[src/rtl/atmega_tim_pkg.sv]
// -----------------------------------------------------------------------------
// atmega_tim_pkg
// Shared constants for the ATmega-style timer blocks: register bit positions
// and the clock-select (CS) encoding used by the tick multiplexer.
// No ports (package).
// -----------------------------------------------------------------------------
package atmega_tim_pkg;

    // ICCR fields
    localparam int unsigned CS_W     = 3;
    localparam int unsigned ICES_BIT = 6;
    localparam int unsigned ICNC_BIT = 7;

    // TIMSK fields
    localparam int unsigned TOIE_BIT = 0;
    localparam int unsigned ICIE_BIT = 5;

    // TIFR fields
    localparam int unsigned TOV_BIT  = 0;
    localparam int unsigned ICF_BIT  = 5;

    // Clock-select encoding
    typedef enum logic [2:0] {
        CS_STOP    = 3'b000,
        CS_CLK1    = 3'b001,
        CS_CLK8    = 3'b010,
        CS_CLK64   = 3'b011,
        CS_CLK256  = 3'b100,
        CS_CLK1024 = 3'b101,
        CS_T_FALL  = 3'b110,
        CS_T_RISE  = 3'b111
    } cs_e;

endpackage

[src/rtl/atmega_icp_edge_filter.sv]
// -----------------------------------------------------------------------------
// atmega_icp_edge_filter
// Two-flop synchroniser, optional 4-sample noise canceler and edge-select
// detector for an asynchronous pin. Used for the capture pin and, with the
// filter off, for the external count clock.
//
// Build option: ATMEGA_TIM_ICP_NOISE_CANCELER_EN adds the canceler and the
// filter_en port; without it the synchronised level feeds the detector.
//
// Ports:
//   clk_i      in  core clock
//   rst_i      in  asynchronous active-high reset
//   sig        in  asynchronous pin
//   filter_en  in  select filtered level (only with the build option)
//   edge_rise  in  1: rising edges qualify, 0: falling edges qualify
//   cap_stb    out one-cycle strobe on a qualified edge
// -----------------------------------------------------------------------------
module atmega_icp_edge_filter (
    input  logic clk_i,
    input  logic rst_i,
    input  logic sig,
`ifdef ATMEGA_TIM_ICP_NOISE_CANCELER_EN
    input  logic filter_en,
`endif
    input  logic edge_rise,
    output logic cap_stb
);

    logic sync1;
    logic sync2;
    logic level;
    logic level_q;

    always_ff @(posedge clk_i or posedge rst_i) begin
        if (rst_i) begin
            sync1   <= 1'b0;
            sync2   <= 1'b0;
            level_q <= 1'b0;
        end else begin
            sync1   <= sig;
            sync2   <= sync1;
            level_q <= level;
        end
    end

`ifdef ATMEGA_TIM_ICP_NOISE_CANCELER_EN
    logic       filt;
    logic [1:0] run_cnt;

    // filt follows sync2 only after four consecutive differing samples;
    // it runs continuously so it is already settled when filter_en is set.
    always_ff @(posedge clk_i or posedge rst_i) begin
        if (rst_i) begin
            filt    <= 1'b0;
            run_cnt <= '0;
        end else if (sync2 == filt) begin
            run_cnt <= '0;
        end else if (run_cnt == 2'd3) begin
            filt    <= sync2;
            run_cnt <= '0;
        end else begin
            run_cnt <= run_cnt + 2'd1;
        end
    end

    always_comb level = filter_en ? filt : sync2;
`else
    always_comb level = sync2;
`endif

    // Compares successive levels only, so changing edge_rise never strobes.
    always_comb cap_stb = edge_rise ? (level & ~level_q) : (~level & level_q);

endmodule

[src/rtl/atmega_tim_icp_8bit.sv]
// -----------------------------------------------------------------------------
// atmega_tim_icp_8bit
// 8-bit timer with input capture: free-running counter, capture register,
// overflow/capture flags and interrupt requests on the IO register bus.
//
// Build option: ATMEGA_TIM_ICP_NOISE_CANCELER_EN makes ICNC (ICCR[7])
// read/write and enables the capture-pin noise canceler; otherwise ICNC
// reads 0 and writes to it are dropped.
//
// Ports:
//   clk_i                         in  IO core clock
//   rst_i                         in  asynchronous active-high reset
//   clk8_i..clk1024_i             in  prescaler taps (synchronous)
//   addr_i, wr_i, rd_i, bus_i     in  register bus
//   bus_o                         out read data (combinational)
//   icp_i                         in  asynchronous capture pin
//   t_i                           in  asynchronous external count clock
//   icp_int_o, tov_int_o          out interrupt requests
//   icp_int_ack_i, tov_int_ack_i  in  interrupt acknowledges
// -----------------------------------------------------------------------------
module atmega_tim_icp_8bit
    import atmega_tim_pkg::*;
#(
    parameter int unsigned                  BUS_ADDR_DATA_LEN = 8,
    parameter logic [BUS_ADDR_DATA_LEN-1:0] ICCR_ADDR         = 'h81,
    parameter logic [BUS_ADDR_DATA_LEN-1:0] TCNT_ADDR         = 'h84,
    parameter logic [BUS_ADDR_DATA_LEN-1:0] ICR_ADDR          = 'h86,
    parameter logic [BUS_ADDR_DATA_LEN-1:0] TIMSK_ADDR        = 'h6F,
    parameter logic [BUS_ADDR_DATA_LEN-1:0] TIFR_ADDR         = 'h36
) (
    input  logic                         clk_i,
    input  logic                         rst_i,
    input  logic                         clk8_i,
    input  logic                         clk64_i,
    input  logic                         clk256_i,
    input  logic                         clk1024_i,
    input  logic [BUS_ADDR_DATA_LEN-1:0] addr_i,
    input  logic                         wr_i,
    input  logic                         rd_i,
    input  logic [7:0]                   bus_i,
    output logic [7:0]                   bus_o,
    input  logic                         icp_i,
    input  logic                         t_i,
    output logic                         icp_int_o,
    output logic                         tov_int_o,
    input  logic                         icp_int_ack_i,
    input  logic                         tov_int_ack_i
);

    cs_e        cs;
    logic       ices;
    logic       icnc;
    logic [7:0] tcnt;
    logic [7:0] icr;
    logic       toie;
    logic       icie;
    logic       tov;
    logic       icf;
    logic [3:0] tap_q;

    logic       wr_iccr, wr_tcnt, wr_timsk, wr_tifr;
    logic [3:0] tap_rise;
    logic       t_stb;
    logic       cap_stb;
    logic       tick;
    logic       tov_set, tov_clr, icf_clr;

    always_comb begin
        wr_iccr  = wr_i && (addr_i == ICCR_ADDR);
        wr_tcnt  = wr_i && (addr_i == TCNT_ADDR);
        wr_timsk = wr_i && (addr_i == TIMSK_ADDR);
        wr_tifr  = wr_i && (addr_i == TIFR_ADDR);
    end

    atmega_icp_edge_filter u_icp_filt (
        .clk_i     (clk_i),
        .rst_i     (rst_i),
        .sig       (icp_i),
`ifdef ATMEGA_TIM_ICP_NOISE_CANCELER_EN
        .filter_en (icnc),
`endif
        .edge_rise (ices),
        .cap_stb   (cap_stb)
    );

    atmega_icp_edge_filter u_t_filt (
        .clk_i     (clk_i),
        .rst_i     (rst_i),
        .sig       (t_i),
`ifdef ATMEGA_TIM_ICP_NOISE_CANCELER_EN
        .filter_en (1'b0),
`endif
        .edge_rise (cs[0]),
        .cap_stb   (t_stb)
    );

    // Each tap keeps its own history so switching CS cannot fake an edge.
    always_comb tap_rise = {clk1024_i, clk256_i, clk64_i, clk8_i} & ~tap_q;

    always_comb begin
        tick = 1'b0;
        case (cs)
            CS_STOP:               tick = 1'b0;
            CS_CLK1:               tick = 1'b1;
            CS_CLK8:               tick = tap_rise[0];
            CS_CLK64:              tick = tap_rise[1];
            CS_CLK256:             tick = tap_rise[2];
            CS_CLK1024:            tick = tap_rise[3];
            CS_T_FALL, CS_T_RISE:  tick = t_stb;
            default:               tick = 1'b0;
        endcase
    end

    // A bus write to TCNT suppresses the increment, hence also the overflow.
    always_comb begin
        tov_set = tick && (tcnt == 8'hFF) && !wr_tcnt;
        tov_clr = tov_int_ack_i || (wr_tifr && bus_i[TOV_BIT]);
        icf_clr = icp_int_ack_i || (wr_tifr && bus_i[ICF_BIT]);
    end

    always_ff @(posedge clk_i or posedge rst_i) begin
        if (rst_i) begin
            cs    <= CS_STOP;
            ices  <= 1'b0;
            tcnt  <= '0;
            icr   <= '0;
            toie  <= 1'b0;
            icie  <= 1'b0;
            tov   <= 1'b0;
            icf   <= 1'b0;
            tap_q <= '0;
        end else begin
            tap_q <= {clk1024_i, clk256_i, clk64_i, clk8_i};
            if (wr_iccr) begin
                cs   <= cs_e'(bus_i[CS_W-1:0]);
                ices <= bus_i[ICES_BIT];
            end
            if (wr_tcnt) begin
                tcnt <= bus_i;
            end else if (tick) begin
                tcnt <= tcnt + 8'd1;
            end
            if (cap_stb) begin
                icr <= tcnt;
            end
            if (wr_timsk) begin
                toie <= bus_i[TOIE_BIT];
                icie <= bus_i[ICIE_BIT];
            end
            tov <= tov_set | (tov & ~tov_clr);
            icf <= cap_stb | (icf & ~icf_clr);
        end
    end

`ifdef ATMEGA_TIM_ICP_NOISE_CANCELER_EN
    always_ff @(posedge clk_i or posedge rst_i) begin
        if (rst_i) begin
            icnc <= 1'b0;
        end else if (wr_iccr) begin
            icnc <= bus_i[ICNC_BIT];
        end
    end
`else
    always_comb icnc = 1'b0;
`endif

    always_comb begin
        icp_int_o = icf & icie;
        tov_int_o = tov & toie;
    end

    always_comb begin
        bus_o = '0;
        if (rd_i && !rst_i) begin
            case (addr_i)
                ICCR_ADDR: begin
                    bus_o[CS_W-1:0] = cs;
                    bus_o[ICES_BIT] = ices;
                    bus_o[ICNC_BIT] = icnc;
                end
                TCNT_ADDR:  bus_o = tcnt;
                ICR_ADDR:   bus_o = icr;
                TIMSK_ADDR: begin
                    bus_o[TOIE_BIT] = toie;
                    bus_o[ICIE_BIT] = icie;
                end
                TIFR_ADDR: begin
                    bus_o[TOV_BIT] = tov;
                    bus_o[ICF_BIT] = icf;
                end
                default: bus_o = '0;
            endcase
        end
    end

endmodule

[config.mk]
export PLATFORM = sky130hd
export DESIGN_NAME = atmega_tim_icp_8bit
export DESIGN_NICKNAME = d
export VERILOG_FILES = /design/src/rtl/atmega_tim_pkg.sv /design/src/rtl/atmega_icp_edge_filter.sv /design/src/rtl/atmega_tim_icp_8bit.sv
export SDC_FILE = /design/constraint.sdc
export NUM_CORES = 1
export LEC_CHECK = 0
export BUFFER_PORTS_ARGS = -buffer_cell sky130_fd_sc_hd__clkbuf_2
export CORE_AREA = 2 2 63 80
export CTS_CLUSTER_SIZE = 16
export DETAILED_ROUTE_END_ITERATION = 10
export DIE_AREA = 0 0 65 82
export MAX_ROUTING_LAYER = met4
export SLEW_MARGIN = 20
export SYNTH_ARGS = -nofsm -noshare
export SYNTH_HDL_FRONTEND = slang
export SYNTH_SLANG_ARGS = --single-unit
[constraint.sdc]
create_clock -name clk_i -period 2.53 [get_ports clk_i]
set_input_delay 0 -clock clk_i [delete_from_list [all_inputs] [get_ports clk_i]]
set_output_delay 0 -clock clk_i [all_outputs]
set_load 0.01 [all_outputs]
==> results of run 1 <==
[synthesized netlist by cell type, drive strengths merged, types with 4 or more instances]
library cell,count
a21oi,7
mux2i,4
dfrtp,34
xor2,6
a22oi,5
nor2,12
nor4b,5
inv,5
nand2,10
o21ai,8
mux2,20
[report_power, final]
group / switching (mW) / leakage, nW / internal, mW / total, mW
Clock: 0.199 / 0.0683 / 0.395 / 0.594
Sequential: 0.0780 / 0.438 / 0.618 / 0.696
Combinational: 0.107 / 0.569 / 0.140 / 0.247
[state kept, by name, indices dropped and copies added (netlist names)]
signal              cells
u_icp_filt.level_q      1
u_t_filt.level          1
cs                      3
toie                    1
tov                     1
u_icp_filt.level        1
u_icp_filt.sync1        1
icr                     8
icie                    1
tcnt                    8
tap_q                   4
ices                    1
u_t_filt.level_q        1
icf                     1
u_t_filt.sync1          1
[cells by family after synthesis]
| kind of cell | after synthesis | share of synthesized area [%] |
|---|---|---|
| simple gates | 52 | 19.3 |
| flops | 34 | 47.5 |
| compound gates | 30 | 12.1 |
| mux | 24 | 14.8 |
| buf+inv | 8 | 2.23 |
| xor+xnor | 7 | 3.42 |
| fa+ha+maj | 1 | 0.698 |
[worst max-delay path: cells and delay by family, from the launching register on]
| family | cells | cell delay (ps) |
|---|---|---|
| compound gates | 3 | 760 |
| xor+xnor | 1 | 130 |
| flops | 1 | 450 |
| mux | 1 | 260 |
[routing by layer]
layer	share of wire, %	global-route usage (%)	routed length, um
met5	0	-	0
met4	0.95	4.26	40
met3	4.8	3.15	202
met2	52	32.3	2200
met1	42	20.6	1770
[path summary, 6_finish.rpt]
path / end / slack, ps / cells after the start
max: tcnt[5]$_DFFE_PP0P_ / 820 / 5
min: toie$_DFFE_PP0P_ / 2 / 2
max reg2reg: tcnt[5]$_DFFE_PP0P_ / 820 / 5
min reg2reg: u_t_filt.level$_DFF_PP0_ / 350 / 0
max in group asynchronous: cs[2]$_DFFE_PP0P_ / 1570 / 4
min in group asynchronous: icr[5]$_DFFE_PP0P_ / 260 / 3
[per-stage QoR]
stage | total power, mW | hold WS, ps | std cells
5_1_grt | 1.61 | 11.7 | 275
4_1_cts | 1.55 | 1.43 | 275
6_report | 1.54 | 2.42 | 275
3_3_place_gp | 0.929 | 32.3 | 252
3_5_place_dp | 0.937 | 28.0 | 252
2_1_floorplan | 0.843 | 31.4 | 156
[final cells by class]
type                       instances  area, um^2  area share [%]
multi-input combinational        114         901            38.6
sequential                        34         851            36.5
timing repair buffer              54         350            15.0
tap                               60        75.1            3.22
clock buffer                       5        68.8            2.95
clock inverter                     3        68.8            2.95
inverter                           5        18.8           0.804
[repair_timing]
item,in CTS,in global routing
endpoints found under the hold margin,25,0
resized for setup,0,0
hold buffers,15,0
==> results.py, run 1 <==
metrics = {
    "routing": {
        "vias": 1436,
        "drt_pass1_iterations": 4,
        "vias_per_cell": 5.22,
        "wirelength_um": 4210,
        "drtIter0Drc": 42,
        "drc": 0,
        "routedWlPerCell_um": 15.3,
        "ant_nets": 0,
    },
    "logic_synthesis": {
        "synth_area_leaders": "dfrtp_1 47%, mux2_2 8.8%, mux2_1 3.8%",
        "synth_area_um2": 1790,
        "synth-edff-count": 0,
        "netlist.area_leader.share_pct": 47.5,
        "yosysSeqAreaShare_pct": 47.5,
        "ys_types": 43,
        "yosys.area.top_type": "dfrtp_1",
        "netlist_instances": 156,
        "synth-seq-cells": 34,
        "syn_nets": 185,
        "yosysWarnings": 0,
        "yosys_most_used_dff": "dfrtp_1",
        "ys_async_sr_fraction_pct": 100,
        "synth_area_per_cell_um2": 11.5,
    },
    "clock_tree": {
        "path_clk_slew_ps": 70,
        "cts.sink_count": 34,
        "cts_tree": "yes",
        "clockBufferDepth": 2,
        "cts_buffers": 5,
        "clockRootBuffer": "clkbuf_8",
        "worstSkewPairLatency_ps": 290,
        "htreeDepth": 2,
        "postCtsSetupRepairBufs": 0,
    },
    "global_route": {
        "grt_pass1_vias": 1468,
        "grt_pass1_wl_um": 6990,
        "antenna_found_initial": 0,
        "grt_max_degree": 26,
        "grt-ovfl-total": 0,
        "grt_usage_pct": 17.8,
    },
    "cells_and_area": {
        "num-fill-cells": 424,
        "drive_gt1_share_pct": 33.5,
        "areaGrowthSynthToFinish_pct": 30.2,
        "fin_util_pct": 50.8,
        "final_cell_mix": "37 x clkbuf_2, 34 x dfrtp_1, 15 x dlygate4sd3_1",
        "fin_area_um2": 2330,
        "n_antenna_cell": 0,
        "layout.cells.most_common": "clkbuf_2",
        "nNetsFinal": 243,
    },
    "floorplan": {
        "fp.coreArea_um2": 4590,
        "initial_utilization_pct": 39.0,
        "boundaryPins": 38,
        "die_width_um": 65,
        "dieHeight_um": 82,
        "die_area_um2": 5330,
        "num_rows": 28,
    },
    "worst_setup_path": {
        "path_class": "reg2reg",
        "critPathMaxStageDelay_ps": 450,
        "cp_slowest_cell": "dfrtp_1",
        "cp.required_ps": 2710,
        "cp-end-kind": "flop",
        "crit_path_start": "cs[1]$_DFFE_PP0P_",
        "arrival_ps": 1890,
        "startpoint_type": "flop",
        "reg2reg_from": "cs[1]$_DFFE_PP0P_",
        "path_max_fanout": 6,
        "crit_chain": "o32a_1, a21boi_2, o21ai_1, xnor2_1, mux2_2",
    },
    "placement": {
        "dp_hpwl_um": 3290,
        "pre_cts_slack_ps": 836,
        "gp_congestion": 0.811,
        "portBuffers": 37,
        "place_area_um2": 2050,
    },
    "power": {
        "p_leak_nw": 1.08,
        "power.density_nw_per_um2": 658,
        "vdd_drop_max_v": 0.000380,
    },
    "timing": {
        "relSlewSlack_pct": 61.3,
        "period_share_pct": 67.6,
        "max_freq_mhz": 585,
        "setup-violations-final": 0,
        "min_period_ps": 1710,
        "hold_violations": 0,
        "fin_tns_setup_ps": 0,
        "slew_violations": 0,
        "setup_slack_ps": 821,
        "clock_skew_ps": 4.40,
        "worst_slew_pin_slew_ps": 580,
        "grt_setup_unrepaired": "false",
    },
    "job": {
        "maxCapViolCount": 0,
    },
    "worst_hold_path": {
        "hold_path.class": "in2reg",
        "worstHoldStart": "bus_i[0]",
    },
    "run_status": {
        "status": "finished, final reports clean",
    },
}
Power figures use the tool's default switching activity.
==> inputs of run 2 (changes only) <==
- clock period: 2.53 -> 1.4 ns (I/O delays scaled with it)
==> results.py, run 2 (synthesized netlist as in run 1, its figures left out) <==
metrics = {
    "routing": {
        "vias_per_cell": 5.11,
        "routedWlPerCell_um": 14.9,
        "drt_pass1_iterations": 4,
        "wirelength_um": 4440,
        "drtIter0Drc": 39,
        "ant_nets": 0,
        "vias": 1519,
        "drc": 0,
    },
    "placement": {
        "portBuffers": 37,
        "gp_congestion": 0.876,
        "dp_hpwl_um": 3310,
    },
    "run_status": {
        "status": "complete, but fails checks",
        "violations": "setup timing",
    },
    "timing": {
        "setup-violations-final": 10,
        "slew_violations": 0,
        "min_period_ps": 1610,
        "fin_tns_setup_ps": -1390,
        "clock_skew_ps": 7.09,
        "setup_slack_ps": -211,
        "whs_ps": 20.1,
        "max_freq_mhz": 621,
        "hold_violations": 0,
        "grt_setup_unrepaired": "true",
        "relSlewSlack_pct": 69.5,
        "period_share_pct": 115,
        "worst_slew_pin_slew_ps": 456,
    },
    "worst_setup_path": {
        "path_class": "reg2reg",
        "reg2reg_from": "u_t_filt.level_q$_DFF_PP0_",
        "r2r_cells": 6,
        "cp-end-kind": "flop",
        "critPathCapture": "tcnt[5]$_DFFE_PP0P_",
        "startpoint_type": "flop",
        "arrival_ps": 1790,
        "r2r_end": "tcnt[5]$_DFFE_PP0P_",
        "crit_path_start": "u_t_filt.level_q$_DFF_PP0_",
        "path_max_fanout": 3,
        "r2r_slack_ps": -210,
        "cp.required_ps": 1580,
    },
    "floorplan": {
        "die_width_um": 65,
        "boundaryPins": 38,
        "die_area_um2": 5330,
        "fp.coreArea_um2": 4590,
        "initial_utilization_pct": 39.0,
        "num_rows": 28,
        "dieHeight_um": 82,
    },
    "power": {
        "combPwrFrac_pct": 27.0,
        "power.internal_mw": 1.87,
        "power.density_nw_per_um2": 1020,
        "p_leak_nw": 1.18,
        "switchingPower_uw": 708,
        "p_clk_share_pct": 26.1,
        "p_seq_share_pct": 46.9,
        "vdd_drop_max_v": 0.000559,
        "swShare_pct": 27.4,
    },
    "cells_and_area": {
        "nNetsFinal": 266,
        "layout.cells.most_common": "clkbuf_2",
        "largestRegisters": "icr x8, tcnt x8, tap_q x4",
        "final_cell_mix": "35 x clkbuf_2, 34 x dfrtp_1, 21 x buf_4",
        "num-fill-cells": 410,
        "drive_gt1_share_pct": 41.8,
        "n_antenna_cell": 0,
        "areaGrowthSynthToFinish_pct": 40.5,
    },
    "global_route": {
        "grt_max_degree": 32,
        "grt_usage_pct": 19.3,
        "grt-ovfl-total": 0,
        "grt_pass1_vias": 1603,
        "antenna_found_initial": 0,
        "grt_pass1_wl_um": 7520,
    },
    "worst_hold_path": {
        "hold_path.class": "in2reg",
    },
    "clock_tree": {
        "cts_buffers": 5,
        "clockRootBuffer": "clkbuf_8",
        "clockBufferDepth": 2,
        "cts_tree": "yes",
        "worstSkewPairLatency_ps": 290,
        "path_clk_slew_ps": 70,
        "htreeDepth": 2,
        "cts.sink_count": 34,
    },
    "job": {
        "maxCapViolCount": 0,
    },
}
run 2: worst min-delay path by stage:
| stage | startpoint | to | slack, ps | cells after the start |
|---|---|---|---|---|
| 3_5_place_dp | rst_i | tov$_DFF_PP0_ | -80 | 2 |
| 2_1_floorplan | clk8_i | tap_q[0]$_DFF_PP0_ | 30 | 0 |
| 4_1_cts | clk1024_i | tap_q[3]$_DFF_PP0_ | -160 | 1 |
| 5_1_grt | tov_int_ack_i | tov$_DFF_PP0_ | 30 | 3 |
| 3_3_place_gp | rst_i | tov$_DFF_PP0_ | -90 | 2 |
| 6_report | tov_int_ack_i | tov$_DFF_PP0_ | 20 | 3 |
run 2: critical path, cell delays in order, from the launching register on:
cell and delay, ps:
dfrtp_1 370, or2b_1 220, o32a_1 240, a21boi_2 210, o21ai_2 80, xnor2_1 130, mux2_4 260
run 2: area by class of cell:
cell class	count	area [um^2]	area share, %
Clock buffer	7	76.3	3.03
Inverter	5	22.5	0.895
Multi-Input combinational cell	114	947	37.6
Sequential cell	34	851	33.8
Tap cell	60	75.1	2.98
Timing Repair Buffer	77	546	21.7
run 2: power by group through the flow:
stage               clock network, mW  registers, mW  logic (mW)
floorplan                           0           1.22       0.305
global placement                    0           1.23       0.500
detailed placement                  0           1.24       0.517
CTS                             0.687           1.21       0.650
global route                    0.742           1.23       0.766
finish                          0.674           1.21       0.696
run 2: metal layers:
metal	track usage [%]	wire, um
met4	8.51	103
met5	-	0
met3	4.11	193
met2	33.7	2300
met1	21.2	1830
run 2: per-stage QoR:
step / std cells / power, mW / util, % / area (um^2) / setup WS (ps)
after floorplan: 156 / 1.52 / - / 1790 / -116
after global placement: 265 / 1.73 / 46.7 / 2140 / -169
after detailed placement: 265 / 1.76 / 46.7 / 2140 / -216
after CTS: 294 / 2.54 / 53.5 / 2460 / -194
after global routing: 297 / 2.74 / 54.9 / 2520 / -299
final: 297 / 2.58 / 54.9 / 2520 / -211
run 2: timing repair:
action	4_1_cts	5_1_grt
endpoints found under the setup margin	19	25
endpoints found under the hold margin	22	1
cloned	0	0
gates resized for setup	8	7
buffers inserted	7	2
hold buffers	15	1
pin swaps	5	4
